File: src/rtl/booth_mac_ctrl.sv
// booth_mac_ctrl: dot-product controller wrapped around a sequential Booth multiplier.
// Issues operand pairs with a St pulse, waits for a Ready rising edge and accumulates signed products.
module booth_mac_ctrl #(
  parameter int MP_W    = 8,
  parameter int PD_W    = 15,
  parameter int ACC_W   = 24,
  parameter int TIMEOUT = 64
) (
  input  logic             clk,
  input  logic             rst_n,
  input  logic             in_valid,
  output logic             in_ready,
  input  logic [MP_W-1:0]  in_mtp,
  input  logic [MP_W-1:0]  in_mtc,
  input  logic             in_last,
  output logic             mult_st,
  output logic [MP_W-1:0]  mult_mtp,
  output logic [MP_W-1:0]  mult_mtc,
  input  logic             mult_ready,
  input  logic [PD_W-1:0]  mult_product,
  output logic             acc_valid,
  input  logic             acc_ready,
  output logic [ACC_W-1:0] acc_out,
  output logic             acc_ovf,
  output logic             acc_err
);

  localparam int CNT_W = $clog2(TIMEOUT + 1);

  typedef enum logic [2:0] {IDLE, ISSUE, WAIT, ACCUM, OUT} state_t;

  state_t           state;
  logic             last;
  logic             ready_prev;
  logic [CNT_W-1:0] wait_cnt;
  logic [PD_W-1:0]  product;
  logic             ready_edge;
  logic [ACC_W-1:0] prod_ext;
  logic [ACC_W-1:0] acc_sum;
  logic             sum_ovf;

  assign ready_edge = mult_ready && !ready_prev;
  assign prod_ext   = ACC_W'($signed(product));
  assign acc_sum    = acc_out + prod_ext;
  // Two's-complement overflow: like-signed operands producing a result of the other sign.
  assign sum_ovf    = (acc_out[ACC_W-1] == prod_ext[ACC_W-1]) &&
                      (acc_sum[ACC_W-1] != acc_out[ACC_W-1]);

  // NOTE: every register lives in this one clocked block and uses non-blocking
  // assignments, so all next-state values are computed from pre-edge state.
  always_ff @(posedge clk) begin
    if (!rst_n) begin
      state      <= IDLE;
      in_ready   <= 1'b1;
      mult_st    <= 1'b0;
      mult_mtp   <= '0;
      mult_mtc   <= '0;
      last       <= 1'b0;
      ready_prev <= 1'b1;
      wait_cnt   <= '0;
      product    <= '0;
      acc_valid  <= 1'b0;
      acc_out    <= '0;
      acc_ovf    <= 1'b0;
      acc_err    <= 1'b0;
    end else begin
      mult_st <= 1'b0;
      case (state)
        IDLE: begin
          if (in_valid && in_ready) begin
            mult_mtp <= in_mtp;
            mult_mtc <= in_mtc;
            last     <= in_last;
            in_ready <= 1'b0;
            mult_st  <= 1'b1;
            state    <= ISSUE;
          end
        end
        ISSUE: begin
          // A Ready still high from the previous multiply must not look like an edge.
          ready_prev <= 1'b1;
          wait_cnt   <= '0;
          state      <= WAIT;
        end
        WAIT: begin
          ready_prev <= mult_ready;
          wait_cnt   <= wait_cnt + CNT_W'(1);
          if (ready_edge) begin
            product <= mult_product;
            state   <= ACCUM;
          end else if (wait_cnt == CNT_W'(TIMEOUT - 1)) begin
            product <= '0;
            acc_err <= 1'b1;
            state   <= ACCUM;
          end
        end
        ACCUM: begin
          acc_out <= acc_sum;
          if (sum_ovf) acc_ovf <= 1'b1;
          if (last) begin
            acc_valid <= 1'b1;
            state     <= OUT;
          end else begin
            in_ready <= 1'b1;
            state    <= IDLE;
          end
        end
        OUT: begin
          if (acc_ready) begin
            acc_valid <= 1'b0;
            acc_out   <= '0;
            acc_ovf   <= 1'b0;
            acc_err   <= 1'b0;
            in_ready  <= 1'b1;
            state     <= IDLE;
          end
        end
        default: begin
          in_ready <= 1'b1;
          state    <= IDLE;
        end
      endcase
    end
  end

endmodule

File: config.mk
export PLATFORM = sky130hd
export DESIGN_NAME = booth_mac_ctrl
export DESIGN_NICKNAME = d
export VERILOG_FILES = /design/src/rtl/booth_mac_ctrl.sv
export SDC_FILE = /design/constraint.sdc
export NUM_CORES = 1
export LEC_CHECK = 0
export CAP_MARGIN = 10
export CORE_ASPECT_RATIO = 1.25
export CORE_MARGIN = 3
export CORE_UTILIZATION = 50
export DETAILED_ROUTE_END_ITERATION = 16
export PLACE_DENSITY = 0.89
export SYNTH_ARGS = -nofsm -noshare
export SYNTH_HDL_FRONTEND = slang
export SYNTH_SLANG_ARGS = --single-unit
File: constraint.sdc
create_clock -name clk -period 6.1 [get_ports clk]
set_clock_uncertainty 0.2 [all_clocks]
set_input_delay 0.915 -clock clk [delete_from_list [all_inputs] [get_ports clk]]
set_output_delay 0.915 -clock clk [all_outputs]
set_load 0.02 [all_outputs]
==> results of run 1 <==
==> worst paths after layout <==
path / startpoint / to / slack, ps / cells after the start
max: acc_ready / acc_out[23] / 3140 / 7
min: mult_mtc[3] / mult_mtc[3] / 270 / 2
max reg2reg: product[14] / acc_out[23] / 3310 / 7
min reg2reg: mult_mtc[3] / mult_mtc[3] / 270 / 2
==> power by group <==
| part | switching, W | internal (W) | total, W | leakage, nW |
|---|---|---|---|---|
| Clock | 0.000176 | 0.000226 | 0.000403 | 0.101 |
| Sequential | 0.0000402 | 0.000512 | 0.000552 | 0.583 |
| Combinational | 0.000174 | 0.000128 | 0.000302 | 1.25 |
==> worst reg2reg max path, stage by stage, from the launching register on <==
cell,delay (ps)
dfxtp_1,750
ha_1,430
a21o_1,230
or3_1,360
o2bb2ai_2,160
a41o_1,260
nor4b_2,200
o21ai_1,90
==> metrics by stage <==
step	std cells	util	power [W]	hold WS, ps	cell area (um^2)
final	641	0.6656	0.001257	265.4	5042
after global routing	641	0.6656	0.001328	284.6	5042
after CTS	641	0.6656	0.001269	268.2	5042
after detailed placement	626	0.6380	0.0008658	253.8	4833
after global placement	626	0.6380	0.0008564	244.0	4833
after floorplan	472	-	0.0007597	232.3	4003
==> registers in the layout, indices dropped and copies added (netlist names) <==
| name | cells |
|---|---|
| in_ready | 1 |
| state | 3 |
| acc_out | 24 |
| last | 1 |
| product | 15 |
| acc_err | 1 |
| mult_mtc | 8 |
| mult_mtp | 8 |
| wait_cnt | 7 |
| acc_ovf | 1 |
| ready_prev | 1 |
| acc_valid | 1 |
| mult_st | 1 |
==> cell usage in the layout (no fill, tap or decap), types with 13 or more instances in the layout <==
master           count
nand3_1             13
a21oi_1             22
o21ai_0             20
a21boi_0            19
ha_1                24
inv_1               14
a22oi_1             22
nor2_1              16
dfxtp_1             72
nor2b_1             29
clkdlybuf4s50_1     81
nand2_1             72
==> area by class of cell <==
cell class              instances  share of cell area
clock buffers                   9             0.02457
inverters                      15             0.01117
flip-flops and latches         72              0.2859
repair buffers                 82              0.1623
well taps                      92             0.02283
multi-input cells             365              0.4764
clock inverters                 6             0.01687
==> logic make-up after synthesis <==
group	Yosys count	synth area share
AO/OA/AOI/OAI	142	0.2504
multiplexers	3	0.007503
XOR/XNOR	14	0.03064
flip-flops	72	0.3601
buffers and inverters	35	0.03970
adder cells (fa/ha/maj)	25	0.08003
AND/OR/NAND/NOR	181	0.2316
==> routing by layer <==
metal / share of wire / GRT usage
met3: 0.049 / 0.03411
met5: 0 / 0
met2: 0.49 / 0.3727
met4: 0.019 / 0.07692
met1: 0.44 / 0.2576
==> summary.md, run 1 <==
| Metric | Value |
|---|---|
| Outcome | finished, final reports clean |
| Total gr overflow | 0 |
| First-pass GRT wire length | 15900 um |
| Critical path capture point type | register |
| Worst Path Max Fanout | 16 |
| Via count | 3703 |
| Critical path arrival | 3040 ps |
| Vias in the first global route | 3586 |
| Slew Limit Headroom | 0.2048 |
| EDFF count, synth | 0 |
| Syn Nets | 534 |
| Die Area | 9121 um^2 |
| DR vias/cell | 5.777 |
| Rows | 35 |
| Final Hold Vio Count | 0 |
| Max cap viols | 0 |
| Max stage delay on crit path | 640 ps |
| Buf+Inv Stages, Crit Path | 1 |
| Die height | 106.0 um |
| Clk buf depth | 2 |
| PortBufs | 81 |
| Pins Over Slew Limit | 0 |
| Final HPWL DP | 7073 um |
| Core Footprint | 7576 um^2 |
| WP data required | 6190 ps |
| First drt pass iteration count | 5 |
| Synth Register Bits | 72 |
| # IOs | 82 |
| FMAX | 338.3 MHz |
| Share of layout cells above drive strength 1 | 0.06557 |
| Warnings from Yosys | 0 |
| WS Path Type | input pin to register |
| H-Tree Depth | 3 |
| # fillers | 639 |
| Inserted Clock Buffers | 9 |
| Initial antenna violation count | 0 |
| Worst VDD drop | 204.6 uV |
| Distinct cells, synth | 64 |
| Worst-Skew Late Latency | 350 ps |
| Final WS setup | 3144 ps |
| Worst-path cell chain | clkdlybuf4s50_1 > nand3_2 > nor2b_1 > and2_1 > a41o_1 > nor4b_2 > o21ai_1 |
| GPL Wtd Cong | 0.8611 |
| Area grow syn2layout | 25.98% |
| Register area share after synthesis | 0.3601 |
| Setup TNS | 0 ps |
| Global Route Usage Sum | 0.2124 |
| RSZ-0062 raised after global routing | false |
| Post-route DRC | 0 |
| Die X | 86.03 um |
| Wirelength, routed | 9735 um |
| Initial core utilization | 0.5283 |
| Dominant cells by area after synthesis | dfxtp_1 (36%), ha_1 (7.5%), nand2_1 (6.8%) |
| # setup viols final | 0 |
| Worst Tran Pin Value | 1185 ps |
| Setup bufs post-CTS | 0 |
| Register area | 1441 um^2 |
| Crit path launch type | input pin |
| Worst Hold Class | register to register |
| Post-CTS Hold Buffers | 0 |
| Final Net Count | 607 |
| Static Leak | 1.937 nW |
| Area taken by multi-input logic gates | 2402 um^2 |
| ANT nets after route | 0 |
| Synth cell count leaders | dfxtp_1 (72), nand2_1 (72), nor2b_1 (29) |
| CTS root buf | clkbuf_8 |
| Detailed Route Iter0 Violations | 163 |
| Total clock sinks | 72 |
| Cells after Synth | 472 |
| Clock slew at reported path FFs | 80 ps |
| Final worst path period need | 2956 ps |
| Delay-heaviest family, CP | simple AND/OR/NAND/NOR gates |
| Worst path slowest cell | and2_1 |
| Mean Syn Cell Area | 8.480 um^2 |
| Dominant cell type by area after synthesis | dfxtp_1 |
| Wire length per cell | 15.19 um |
| Largest net degree at the start of global routing | 59 |
| Syn Std Cell Area | 4003 um^2 |
| Final Cycle Share | 0.4846 |
| Pwr Density | 249.3 nW/um^2 |
| Top cell type's share of synthesized area | 0.3601 |
| Main synth FF type | dfxtp_1 |
| Worst slack, placed | 2798 ps |
| PostCTS Resize Cnt | 0 |
| Asr flop ratio synth | 0 |
| CTS tree | built |
| Diode count | 0 |
Note: power is estimated with default switching activity, not from simulation.
==> run 2, diff against run 1 <==
CORE_UTILIZATION = 47   (was 50)
PLACE_DENSITY = 0.88   (was 0.89)
clock period = 2.4 ns   (was 6.1 ns; I/O delays follow)
==> run 2 against run 1 <==
  * The flow now finishes with violations (negative setup slack)
  * Via count up 6.1%
  * Register-to-register slack worse by 3400 ps
  * Critical path depth up 1
  * Global-route usage up 1.6 points
  * Setup slack worse by 3200 ps
  * Largest cell class unchanged
==> summary.md, run 2 (same netlist as run 1, synthesis figures left out) <==
| Metric | Value |
|---|---|
| Max reg flops | 24 (unchanged) |
| Total gr overflow | 0 (unchanged) |
| Max cap viols | 0 (unchanged) |
| Max stage delay on crit path | 430 ps (was 640 ps) |
| # IOs | 82 (unchanged) |
| Diode count | 0 (unchanged) |
| Clock slew at reported path FFs | 80 ps (about the same) |
| Die Area | 9666 um^2 (was 9121 um^2) |
| WS Path Type | register to register (was input pin to register) |
| # fillers | 656 (was 639) |
| Top reg by flops | acc_out (unchanged) |
| H-Tree Depth | 3 (unchanged) |
| FMAX | 409.4 MHz |
| Pwr Density | 579.6 nW/um^2 (was 249.3 nW/um^2) |
| Die X | 88.54 um (was 86.03 um) |
| Largest net degree at the start of global routing | 33 (was 59) |
| Final worst path period need | 2443 ps |
| Top Registers | acc_out x24, product x15 (unchanged) |
| Worst Hold Class | register to register (unchanged) |
| Critical path arrival | 2480 ps (was 3040 ps) |
| GPL Wtd Cong | 0.9518 (was 0.8611) |
| Pins Over Slew Limit | 0 (unchanged) |
| Worst path slowest cell | or3_1 (was and2_1) |
| Wirelength, routed | 10940 um (was 9735 um) |
| Post-route DRC | 0 (unchanged) |
| Outcome | finished, violations left (was finished, final reports clean) |
| Final HPWL DP | 8059 um (was 7073 um) |
| Global Route Usage Sum | 0.2280 (was 0.2124) |
| First drt pass iteration count | 4 (was 5) |
| ANT nets after route | 0 (unchanged) |
| Area grow syn2layout | 38.36% (was 25.98%) |
| Failing checks | negative setup slack |
| Vias in the first global route | 3888 (was 3586) |
| First-pass GRT wire length | 17480 um (was 15900 um) |
| PortBufs | 81 (unchanged) |
| Final Hold Vio Count | 0 (unchanged) |
| Crit path launch type | register (was input pin) |
| Design Area, Final | 5538 um^2 (was 5042 um^2) |
| Buf+Inv Stages, Crit Path | 0 (was 1) |
| Delay-heaviest family, CP | compound AO/OA/AOI/OAI gates (was simple AND/OR/NAND/NOR gates) |
| Initial antenna violation count | 0 (unchanged) |
| Final WS setup | -42.83 ps (was 3144 ps) |
| Worst VDD drop | 256.4 uV (was 204.6 uV) |
| RSZ-0062 raised after global routing | true (was false) |
| Worst Path Max Fanout | 5 (was 16) |
| Die height | 109.2 um (was 106.0 um) |
| Share of layout cells above drive strength 1 | 0.1742 (was 0.06557) |
| Final Net Count | 654 (was 607) |
| Worst-path cell chain | ha_1 > a21oi_1 > o21ai_1 > or3_1 > o2bb2ai_4 > a41o_1 > nor4b_2 > o21ai_1 (was clkdlybuf4s50_1 > nand3_2 > nor2b_1 > and2_1 > a41o_1 > nor4b_2 > o21ai_1) |
| Total power | 0.003210 W (was 0.001257 W) |
| Post-CTS Hold Buffers | 0 (unchanged) |
| Detailed Route Iter0 Violations | 169 (was 163) |
| Most frequent cells in the layout | clkdlybuf4s50_1 (81), nand2_1 (72), dfxtp_1 (67), buf_4 (48), nor2b_1 (29) (was clkdlybuf4s50_1 (81), nand2_1 (72), dfxtp_1 (72), nor2b_1 (29), ha_1 (24)) |
| Inserted Clock Buffers | 9 (unchanged) |
| Crit-path most repeated cell | o21ai_1 |
| Final Instance Count excl. Fillers | 694 (was 641) |
| Static Leak | 2.175 nW (was 1.937 nW) |
| Rows | 37 (was 35) |
| Worst Tran Pin Value | 688.1 ps (was 1185 ps) |
| Wire length per cell | 15.76 um (was 15.19 um) |
| DP Cell Count | 675 (was 626) |
| CTS root buf | clkbuf_8 (unchanged) |
| Core Footprint | 8240 um^2 (was 7576 um^2) |
| Clk buf depth | 2 (unchanged) |
| Via count | 3929 (was 3703) |
| Worst-Skew Late Latency | 350 ps (about the same) |
| Critical path capture point type | register (unchanged) |
| Total clock sinks | 72 (unchanged) |
| WP data required | 2440 ps (was 6190 ps) |
| Slew Limit Headroom | 0.5412 (was 0.2048) |
| Commonest non-fill, non-tap cell in the layout | clkdlybuf4s50_1 (unchanged) |
| Initial core utilization | 0.4857 (was 0.5283) |
| Final Cycle Share | 1.018 |
| DR vias/cell | 5.661 (was 5.777) |
| Hold slack | 265.5 ps (was 265.4 ps) |
| CTS tree | built (unchanged) |
| Post-Place Cell Area | 5180 um^2 (was 4833 um^2) |
| # setup viols final | 1 (was 0) |
==> run 2: routing by layer <==
metal	wire length, um	GRT usage	up-vias
li1	-	-	1936
met1	4460	0.2591	1847
met2	5725	0.4091	122
met3	514	0.04384	24
met4	240	0.09719	0
met5	0	0	-
==> run 2: worst paths after layout <==
kind                                  start           to  slack [ps]  cells after the start
worst max-delay path            acc_out[12]  acc_out[23]         -40                      8
worst min-delay path            mult_mtp[6]  mult_mtp[6]         270                      2
worst max register to register  acc_out[12]  acc_out[23]         -40                      8
worst min register to register  mult_mtp[6]  mult_mtp[6]         270                      2
==> run 2: layout make-up <==
cell class              instances  area [um^2]  share of cell area
repair buffers                129         1171              0.2115
flip-flops and latches         72         1453              0.2623
well taps                      97        121.4             0.02192
clock inverters                 5        56.30             0.01017
multi-input cells             365         2539              0.4584
inverters                      15        56.30             0.01017
clock buffers                  11        141.4             0.02553
==> run 2: repair_timing <==
action,4_1_cts,5_1_grt
setup endpoints to repair,7,24
setup buffers,1,2
resized for setup,6,16
pin swaps,7,5
==> run 2: power breakdown <==
group          total (W)  internal, W  leakage, nW  switching [W]
registers        0.00141      0.00130        0.586       0.000110
clock network   0.000966     0.000507       0.0993       0.000459
logic           0.000835     0.000369         1.49       0.000467
total            0.00321      0.00217         2.18        0.00104
==> run 2: metrics by stage <==
step	TNS [ps]	setup slack [ps]	util
3_5_place_dp	-1026	-170.4	0.6286
2_1_floorplan	-1.536	-1.536	-
6_report	-42.83	-42.83	0.6720
4_1_cts	-2.385	-2.385	0.6564
5_1_grt	-383.8	-96.45	0.6720
3_3_place_gp	-29.28	-26.21	0.6286
==> run 2: worst reg2reg max path, stage by stage (launching register included) <==
cell	delay [ps]
dfxtp_1	350
ha_1	370
a21oi_1	160
o21ai_1	110
or3_1	430
o2bb2ai_4	170
a41o_1	250
nor4b_2	210
o21ai_1	90
